$ cat src/rtl/muldiv_pkg.sv
// Shared types for the iterative RV32M multiply/divide unit.
package muldiv_pkg;

  typedef enum logic [2:0] {
    OP_MUL    = 3'd0,
    OP_MULH   = 3'd1,
    OP_MULHSU = 3'd2,
    OP_MULHU  = 3'd3,
    OP_DIV    = 3'd4,
    OP_DIVU   = 3'd5,
    OP_REM    = 3'd6,
    OP_REMU   = 3'd7
  } muldiv_op_e;

  typedef enum logic [1:0] {
    S_IDLE,
    S_CALC,
    S_FIX,
    S_DONE
  } muldiv_state_e;

  // True when operand A is interpreted as signed; B is signed for these too, except MULHSU.
  function automatic logic is_signed_op(input muldiv_op_e op);
    return op inside {OP_MULH, OP_MULHSU, OP_DIV, OP_REM};
  endfunction

endpackage

$ cat src/rtl/muldiv_unit.sv
// Iterative RV32M multiply/divide: one shift-add or restoring-subtract step per cycle,
// sharing a single 2*WIDTH accumulator and one WIDTH+1-bit adder/subtractor.
module muldiv_unit
  import muldiv_pkg::*;
#(
  parameter int unsigned WIDTH = 32
) (
  input  logic             i_clk,
  input  logic             i_rst_n,
  input  logic             i_flush,
  input  logic             i_valid,
  output logic             o_ready,
  input  logic [2:0]       i_op,
  input  logic [WIDTH-1:0] i_operandA,
  input  logic [WIDTH-1:0] i_operandB,
  output logic             o_valid,
  input  logic             i_ready,
  output logic [WIDTH-1:0] o_data
);

  localparam int unsigned CNT_W = $clog2(WIDTH);

  muldiv_state_e      state_q, state_d;
  logic [CNT_W-1:0]   cnt_q, cnt_d;
  logic [2*WIDTH-1:0] acc_q, acc_d;
  logic [WIDTH-1:0]   opnd_q, opnd_d;
  muldiv_op_e         op_q, op_d;
  logic               sa_q, sa_d;
  logic               sb_q, sb_d;
  logic [WIDTH-1:0]   data_q, data_d;

  muldiv_op_e         op_in;
  logic               a_sgn, b_sgn;
  logic [WIDTH-1:0]   a_abs, b_abs;
  logic [WIDTH-1:0]   min_int;
  logic               div_zero, div_ovf;
  logic [WIDTH-1:0]   special;

  logic               sub;
  logic [WIDTH:0]     add_a, add_b, sum;
  logic [2*WIDTH-1:0] step;
  logic [2*WIDTH-1:0] prod;
  logic [WIDTH-1:0]   quo, rem;
  logic [WIDTH-1:0]   fix_res;

  assign o_ready = (state_q == S_IDLE);
  assign o_valid = (state_q == S_DONE);
  assign o_data  = data_q;

  // Operand conditioning at accept
  assign op_in    = muldiv_op_e'(i_op);
  assign a_sgn    = is_signed_op(op_in) && i_operandA[WIDTH-1];
  assign b_sgn    = is_signed_op(op_in) && (op_in != OP_MULHSU) && i_operandB[WIDTH-1];
  assign a_abs    = a_sgn ? (~i_operandA + {{(WIDTH-1){1'b0}}, 1'b1}) : i_operandA;
  assign b_abs    = b_sgn ? (~i_operandB + {{(WIDTH-1){1'b0}}, 1'b1}) : i_operandB;
  assign min_int  = {1'b1, {(WIDTH-1){1'b0}}};
  assign div_zero = op_in[2] && (i_operandB == '0);
  assign div_ovf  = ((op_in == OP_DIV) || (op_in == OP_REM)) &&
                    (i_operandA == min_int) && (i_operandB == '1);
  assign special  = div_zero ? (op_in[1] ? i_operandA : '1)
                             : (op_in[1] ? '0 : min_int);

  // Shared adder: mul adds into the upper half, div subtracts from the shifted remainder
  assign sub   = op_q[2];
  assign add_a = sub ? acc_q[2*WIDTH-1:WIDTH-1] : {1'b0, acc_q[2*WIDTH-1:WIDTH]};
  assign add_b = {1'b0, opnd_q};
  assign sum   = add_a + (add_b ^ {(WIDTH+1){sub}}) + {{WIDTH{1'b0}}, sub};

  always_comb begin
    if (!sub) begin
      step = acc_q[0] ? {sum, acc_q[WIDTH-1:1]} : {1'b0, acc_q[2*WIDTH-1:1]};
    end else begin
      // sum[WIDTH] set means the trial subtraction borrowed: keep the shifted remainder
      step = sum[WIDTH] ? {acc_q[2*WIDTH-2:0], 1'b0}
                        : {sum[WIDTH-1:0], acc_q[WIDTH-2:0], 1'b1};
    end
  end

  always_comb begin
    prod    = (sa_q ^ sb_q) ? (~acc_q + {{(2*WIDTH-1){1'b0}}, 1'b1}) : acc_q;
    quo     = (sa_q ^ sb_q) ? (~acc_q[WIDTH-1:0] + {{(WIDTH-1){1'b0}}, 1'b1}) : acc_q[WIDTH-1:0];
    rem     = sa_q ? (~acc_q[2*WIDTH-1:WIDTH] + {{(WIDTH-1){1'b0}}, 1'b1})
                   : acc_q[2*WIDTH-1:WIDTH];
    fix_res = '0;
    if (op_q[2])             fix_res = op_q[1] ? rem : quo;
    else if (op_q == OP_MUL) fix_res = prod[WIDTH-1:0];
    else                     fix_res = prod[2*WIDTH-1:WIDTH];
  end

  always_comb begin
    state_d = state_q;
    cnt_d   = cnt_q;
    acc_d   = acc_q;
    opnd_d  = opnd_q;
    op_d    = op_q;
    sa_d    = sa_q;
    sb_d    = sb_q;
    data_d  = data_q;
    if (i_flush) begin
      state_d = S_IDLE;
    end else begin
      case (state_q)
        S_IDLE: begin
          if (i_valid) begin
            op_d  = op_in;
            sa_d  = a_sgn;
            sb_d  = b_sgn;
            cnt_d = '0;
            if (op_in[2]) begin
              acc_d  = {{WIDTH{1'b0}}, a_abs};
              opnd_d = b_abs;
            end else begin
              acc_d  = {{WIDTH{1'b0}}, b_abs};
              opnd_d = a_abs;
            end
            if (div_zero || div_ovf) begin
              data_d  = special;
              state_d = S_DONE;
            end else begin
              state_d = S_CALC;
            end
          end
        end
        S_CALC: begin
          acc_d = step;
          if (cnt_q == CNT_W'(WIDTH-1)) state_d = S_FIX;
          else                          cnt_d   = cnt_q + CNT_W'(1);
        end
        S_FIX: begin
          data_d  = fix_res;
          state_d = S_DONE;
        end
        S_DONE: begin
          if (i_ready) state_d = S_IDLE;
        end
        default: state_d = S_IDLE;
      endcase
    end
  end

  always_ff @(posedge i_clk or negedge i_rst_n) begin
    if (!i_rst_n) begin
      state_q <= S_IDLE;
      cnt_q   <= '0;
      acc_q   <= '0;
      opnd_q  <= '0;
      op_q    <= OP_MUL;
      sa_q    <= 1'b0;
      sb_q    <= 1'b0;
      data_q  <= '0;
    end else begin
      state_q <= state_d;
      cnt_q   <= cnt_d;
      acc_q   <= acc_d;
      opnd_q  <= opnd_d;
      op_q    <= op_d;
      sa_q    <= sa_d;
      sb_q    <= sb_d;
      data_q  <= data_d;
    end
  end

endmodule

$ cat config.mk
export PLATFORM = sky130hd
export DESIGN_NAME = muldiv_unit
export DESIGN_NICKNAME = d
export VERILOG_FILES = /design/src/rtl/muldiv_pkg.sv /design/src/rtl/muldiv_unit.sv
export SDC_FILE = /design/constraint.sdc
export NUM_CORES = 1
export LEC_CHECK = 0
export BUFFER_PORTS_ARGS = -buffer_cell sky130_fd_sc_hd__buf_4
export CORE_UTILIZATION = 60
export DETAILED_ROUTE_END_ITERATION = 8
export GPL_TIMING_DRIVEN = 0
export PLACE_DENSITY = 0.88
export SYNTH_ARGS = -nofsm -noshare
export SYNTH_HDL_FRONTEND = slang
export SYNTH_SLANG_ARGS = --single-unit
$ cat constraint.sdc
create_clock -name i_clk -period 14.3 [get_ports i_clk]
set_clock_uncertainty 0.05 [all_clocks]
set_input_delay 2.145 -clock i_clk [delete_from_list [all_inputs] [get_ports i_clk]]
set_output_delay 2.145 -clock i_clk [all_outputs]
set_load 0.02 [all_outputs]
After elaboration in Yosys (flattened, before gate mapping)
Cells that the tools add are included.
{"block": "classes", "n_addsub": 8, "multipliers": 0, "div": 0, "magnitude_cmp": 0, "eq_ne": 17, "shift": 0, "muxes": 31, "bitwise_logic": 8, "reduce_logical": 19}
{"op": "32-bit 2-to-1 mux", "count": 14}
{"op": "64-bit 2-to-1 mux", "count": 5}
{"op": "32-bit by 1-bit adder with 32-bit output, second input constant", "count": 4}
{"op": "32-bit inverter", "count": 4}
{"op": "64-bit one-hot mux with 2 select lines", "count": 1}
{"op": "64-bit by 1-bit adder with 64-bit output, second input constant", "count": 1}
{"op": "32-bit equality test, second input constant", "count": 2}
{"op": "64-bit inverter", "count": 1}
{"op": "32-bit one-hot mux with 2 select lines", "count": 1}
{"op": "33-bit by 1-bit adder with 33-bit output", "count": 1}
{"op": "33-bit adder", "count": 1}
{"op": "33-bit 2-to-1 mux", "count": 1}
{"op": "32-bit by 33-bit bitwise XOR with 33-bit output", "count": 1}
{"op": "32-bit logical NOT", "count": 1}
{"op": "2-bit 2-to-1 mux", "count": 5}
{"op": "5-bit 2-to-1 mux", "count": 2}
{"op": "5-bit one-hot mux with 2 select lines", "count": 1}
{"op": "3-bit AND reduction", "count": 3}
{"op": "2-bit one-hot mux with 4 select lines", "count": 1}
{"op": "4-bit AND reduction", "count": 2}
{"op": "3-bit equality test, second input constant", "count": 2}
{"op": "1-bit logical AND", "count": 6}
{"op": "3-bit by 2-bit inequality test with 1-bit output, second input constant", "count": 2}
{"op": "3-bit inequality test, second input constant", "count": 2}
{"op": "15 further kinds", "count": 19}
{"block": "word_totals", "reg_bits": 140, "latch_bits": 0, "ram_bits": 0, "mem_bits_ro": 0, "inputBits": 72, "out_inout_bits": 34, "memories": 0}

Longest topological paths before layout
{"block": "depth", "depth_word": 9, "mapped_depth": 17, "ltp_nobuf": 12}

Worst setup path before layout
Ideal clock, no wire load.
{"block": "synth_timing", "path_type": "register to register", "startpoint": "register op_q[2]", "endpoint": "register acc_q[51]", "setup_time_ps": 126, "t_arrival_ps": 4591, "t_required_ps": 14124, "path_slack_ps": 9534, "path_stages_with_launch": 17, "synth_period_minus_slack_ps": 4766, "cell_sequence": "dfrtp_1 > clkbuf_1 > buf_1 > clkbuf_1 > buf_1 > xor2_1 > ha_1 > nand4_1 > nor3_1 > a21oi_1 > nand4b_1 > a21bo_2 > a211oi_2 > buf_2 > mux2i_1 > nor2_1 > a221o_1"}
{"block": "synth_between", "elab_chain_len": 6, "word_cells_on_any_way": 8, "cone_classes": "add/sub (2); mux (5); bitwise (1)"}
{"item": "from (decl)", "line": "muldiv_unit.sv:27", "source": "muldiv_op_e op_q, op_d;"}
{"item": "from (signal assigned)", "line": "muldiv_unit.sv:156", "source": "op_q <= op_d;"}
{"item": "33-bit 2-to-1 mux / 32-bit by 33-bit bitwise XOR with 33-bit output (equally long branches)", "line": "muldiv_unit.sv:65, muldiv_unit.sv:67"}
{"item": "33-bit adder", "line": "muldiv_unit.sv:67", "source": "assign sum = add_a + (add_b ^ {(WIDTH+1){sub}}) + {{WIDTH{1'b0}}, sub};"}
{"item": "33-bit by 1-bit adder with 33-bit output", "line": "muldiv_unit.sv:67"}
{"item": "64-bit 2-to-1 mux, on equally long branches", "line": "muldiv_unit.sv:71, muldiv_unit.sv:74"}
{"item": "64-bit 2-to-1 mux (*)", "line": "muldiv_unit.sv:70", "source": "if (!sub) begin"}
{"item": "64-bit one-hot mux with 2 select lines (*)", "line": "muldiv_unit.sv:102", "source": "case (state_q)"}
{"item": "to (signal assigned)", "line": "muldiv_unit.sv:145", "source": "acc_q <= '0;"}
{"item": "to (signal assigned)", "line": "muldiv_unit.sv:154", "source": "acc_q <= acc_d;"}
{"item": "to (decl)", "line": "muldiv_unit.sv:25", "source": "logic [2*WIDTH-1:0] acc_q, acc_d;"}
Every way passes the cells marked *; elsewhere a longest branch is shown, timed or not.
A chain may end at the register's enable or synchronous reset.

Final worst setup path
{"block": "layout_timing", "startpoint": "register op_q[2]", "endpoint": "register acc_q[63]"}
The elaborated chain is that of the path after synthesis.

==> summary.md <==
| Metric | Value |
|---|---|
| Pins over their slew limit | 0 |
| Synth Register Bits | 140 |
| Synth Area per Inst | 7.643 sq um |
| Worst Tran Pin Value | 1342 ps |
| Die height | 156.6 um |
| Commonest non-fill, non-tap cell in the layout | nand2_1 |
| Synth top area share | 24.43% |
| Leakage Power | 6.833 nW |
| Pwr per Cell Area | 299.0 nW/um^2 |
| Critical path required time | 14520 ps |
| Antenna violations before repair | 2 |
| Max incr delay on CP | 1040 ps |
| Final cell count without fillers | 2333 |
| Initial Utilization | 61.08% |
| Main synth FF type | dfrtp_1 |
| DR DRC count | 2 |
| Final hold vios | 0 |
| Pre-Repair DR Iteration Count | 9 |
| Final ANT Viol Nets | 0 |
| Yosys warns | 0 |
| Fin crit share | 54.45% |
| Core Util, Final | 68.84% |
| Setup TNS | 0 ps |
| Slowest cell on crit path | a211oi_2 |
| DPL Wire Length | 48340 um |
| Worst Setup Start Kind | register |
| GP Congestion | 1.080 |
| Max H-tree Level | 4 |
| Clk Latency, worst-skew pair | 450 ps |
| IO Pins | 106 |
| TritonCTS buffer count | 17 |
| Area delta synth->final | 12.71% |
| Final nets | 2115 |
| CTS sink cnt | 140 |
| Placed cells | 2300 |
| F_max | 128.4 MHz |
| Global-route wire length before repair | 91690 um |
| Total number of vias | 16190 |
| Failing checks | DRC |
| CTS Buffer Depth | 2 |
| Final WS setup | 6514 ps |
| CP arrival | 8010 ps |
| Mapped Nets | 1991 |
| Post-Syn Area | 14340 sq um |
| Post-CTS setup repair buffer count | 0 |
| Asr flop ratio synth | 100.0% |
| Most common cell on crit path | clkbuf_1 |
| Sequential element share of the synthesized area | 24.43% |
| Worst R2R Setup Slack | 6510 ps |
| Number of port buffers | 104 |
| MaxCap Viol Count | 0 |
| Post-route minimum period | 7786 ps |
| FP Rows | 56 |
| Tot Pwr | 4.831 mW |
| Post-Syn Instances | 1876 |
| Worst-path cell chain | clkbuf_1 > buf_1 > clkbuf_1 > clkbuf_1 > o21ai_0 > fa_1 > a21oi_1 > o211ai_1 > a21oi_1 > nand4b_1 > a21oi_1 > a211oi_2 > clkbuf_1 > nand4_1 > o2bb2ai_1 > a41oi_1 |
| CTS tree | built |
| Dominant cells by area after synthesis | dfrtp_1 (24%), xor2_1 (7.3%), o21ai_0 (7.0%) |
| Clk slew on worst S/H paths | 70 ps |
| Final-report setup violation count | 0 |
| Pre-CTS WS | 7128 ps |
| Post-CTS Resized | 0 |
| Total grt overflow | 0 |
| Run status | finished with violations |
| DIE AREA | 24520 sq um |
| Vias in the first global route | 15480 |
| Routed vias/inst | 6.939 |
| Worst VDD drop | 0.1449 mV |
| WL per Instance | 26.89 um |
| CTS Hold Buffers Added | 0 |
| HP Class | register to register |
| Setup Crit Path Kind | register to register |
| Cell type with the largest total area after synthesis | dfrtp_1 |
| Initial DRC Count | 1901 |
| Worst-path maximum fanout | 10 |
| Fraction of layout cells with a size suffix above 1 | 11.28% |
| Slew HR | 10.37% |
| Total track usage | 51.49% |
| Core ar. | 23470 sq um |
| RSZ-0062 raised after global routing | no |
| EDFF count, synth | 0 |
| CTS root buffer | clkbuf_16 |
| WL final | 62730 um |
| Crit. End Element | register |
| Width of the die | 156.6 um |
| Cell variety after synth | 71 |
| Largest net degree at the start of global routing | 82 |
| Commonest cells after routing, fill and taps aside | nand2_1 (215), o21ai_0 (200), a21oi_1 (151) |
## report_power, final
group,total (mW),internal [mW],leakage [nW],switching [mW]
Combinational,3.57,1.25,4.71,2.33
Clock,0.482,0.280,0.290,0.202
Sequential,0.777,0.558,1.83,0.219
## critical path: cells and delay by family, from the launching register on
| kind | cells | cell delay [ps] |
|---|---|---|
| buffers and inverters | 5 | 3130 |
| AOI/OAI and AO/OA | 8 | 2630 |
| DFF | 1 | 720 |
| and+or+nand+nor | 2 | 520 |
| adders and majority gates | 1 | 520 |
## Yosys cell counts, drive strengths merged (11+ instances only)
| library cell | instances |
|---|---|
| buf | 16 |
| clkbuf | 129 |
| a21o | 14 |
| a221o | 11 |
| nand3 | 27 |
| inv | 41 |
| o41ai | 14 |
| a21oi | 151 |
| xor2 | 120 |
| nor4 | 25 |
| o21ai | 202 |
| dfrtp | 140 |
| o221ai | 24 |
| nand4 | 21 |
| or4 | 16 |
| nand2b | 17 |
| and3 | 15 |
| mux2i | 53 |
| nor2b | 15 |
| or3 | 17 |
| nor3 | 47 |
| and2 | 15 |
| o211ai | 15 |
| mux2 | 69 |
| o31ai | 26 |
| xnor2 | 87 |
| a211oi | 42 |
| ha | 42 |
| a31oi | 14 |
| nand2 | 215 |
| nor2 | 138 |
## final timing paths
kind | from | endpoint | depth (start not counted)
max reg2reg | op_q[2]$_DFFE_PN0P_ | acc_q[63]$_DFFE_PN0P_ | 16
min reg2reg | o_data[30]$_DFFE_PN0P_ | o_data[30]$_DFFE_PN0P_ | 1
max in group asynchronous | i_rst_n | acc_q[23]$_DFFE_PN0P_ | 2
min | o_data[30]$_DFFE_PN0P_ | o_data[30]$_DFFE_PN0P_ | 1
min in group asynchronous | i_rst_n | acc_q[36]$_DFFE_PN0P_ | 1
max | op_q[2]$_DFFE_PN0P_ | acc_q[63]$_DFFE_PN0P_ | 16
## logic make-up after synthesis
kind of cell | share of synthesized area, %
adders and majority gates | 3.805
buffers and inverters | 4.992
muxes | 9.120
xor gates and xnor gates | 12.65
DFF | 24.43
and+or+nand+nor | 19.30
AOI/OAI and AO/OA | 25.70
## area by class of cell
cell class | count | area [sq um]
multi-input cells | 1549 | 10120
fillers | 1987 | 7313
flip-flops and latches | 140 | 3503
repair buffers | 105 | 812.0
plain buffers | 145 | 558.0
clock buffers | 19 | 442.9
well taps | 319 | 399.1
clock inverters | 12 | 162.7
inverters | 42 | 157.7
diodes | 2 | 5.005
## routing by layer
layer / global-route usage [%] / share of wire [%] / routed length (um) / vias up
li1: - / - / - / 7072
met1: 58.18 / 36 / 22590 / 7568
met2: 78.55 / 42 / 26640 / 1183
met3: 19.39 / 13 / 8140 / 361
met4: 40.01 / 8.5 / 5303 / 4
met5: 0 / 0.081 / 51 / -
## per-stage QoR
step	instance area [sq um]	hold slack [ps]
floorplan	14340	418.9
global route	16150	453.7
detailed placement	15550	424.2
finish	16160	435.9
CTS	16150	438.0
global placement	15520	406.8
## registers in the layout, summed over array words and instances, names as in the netlist
signal and cells:
acc_q 64, o_data 32, opnd_q 32, cnt_q 5, op_q 3, state_q 2, sa_q 1, sb_q 1
(Power assumes the default switching activity.)
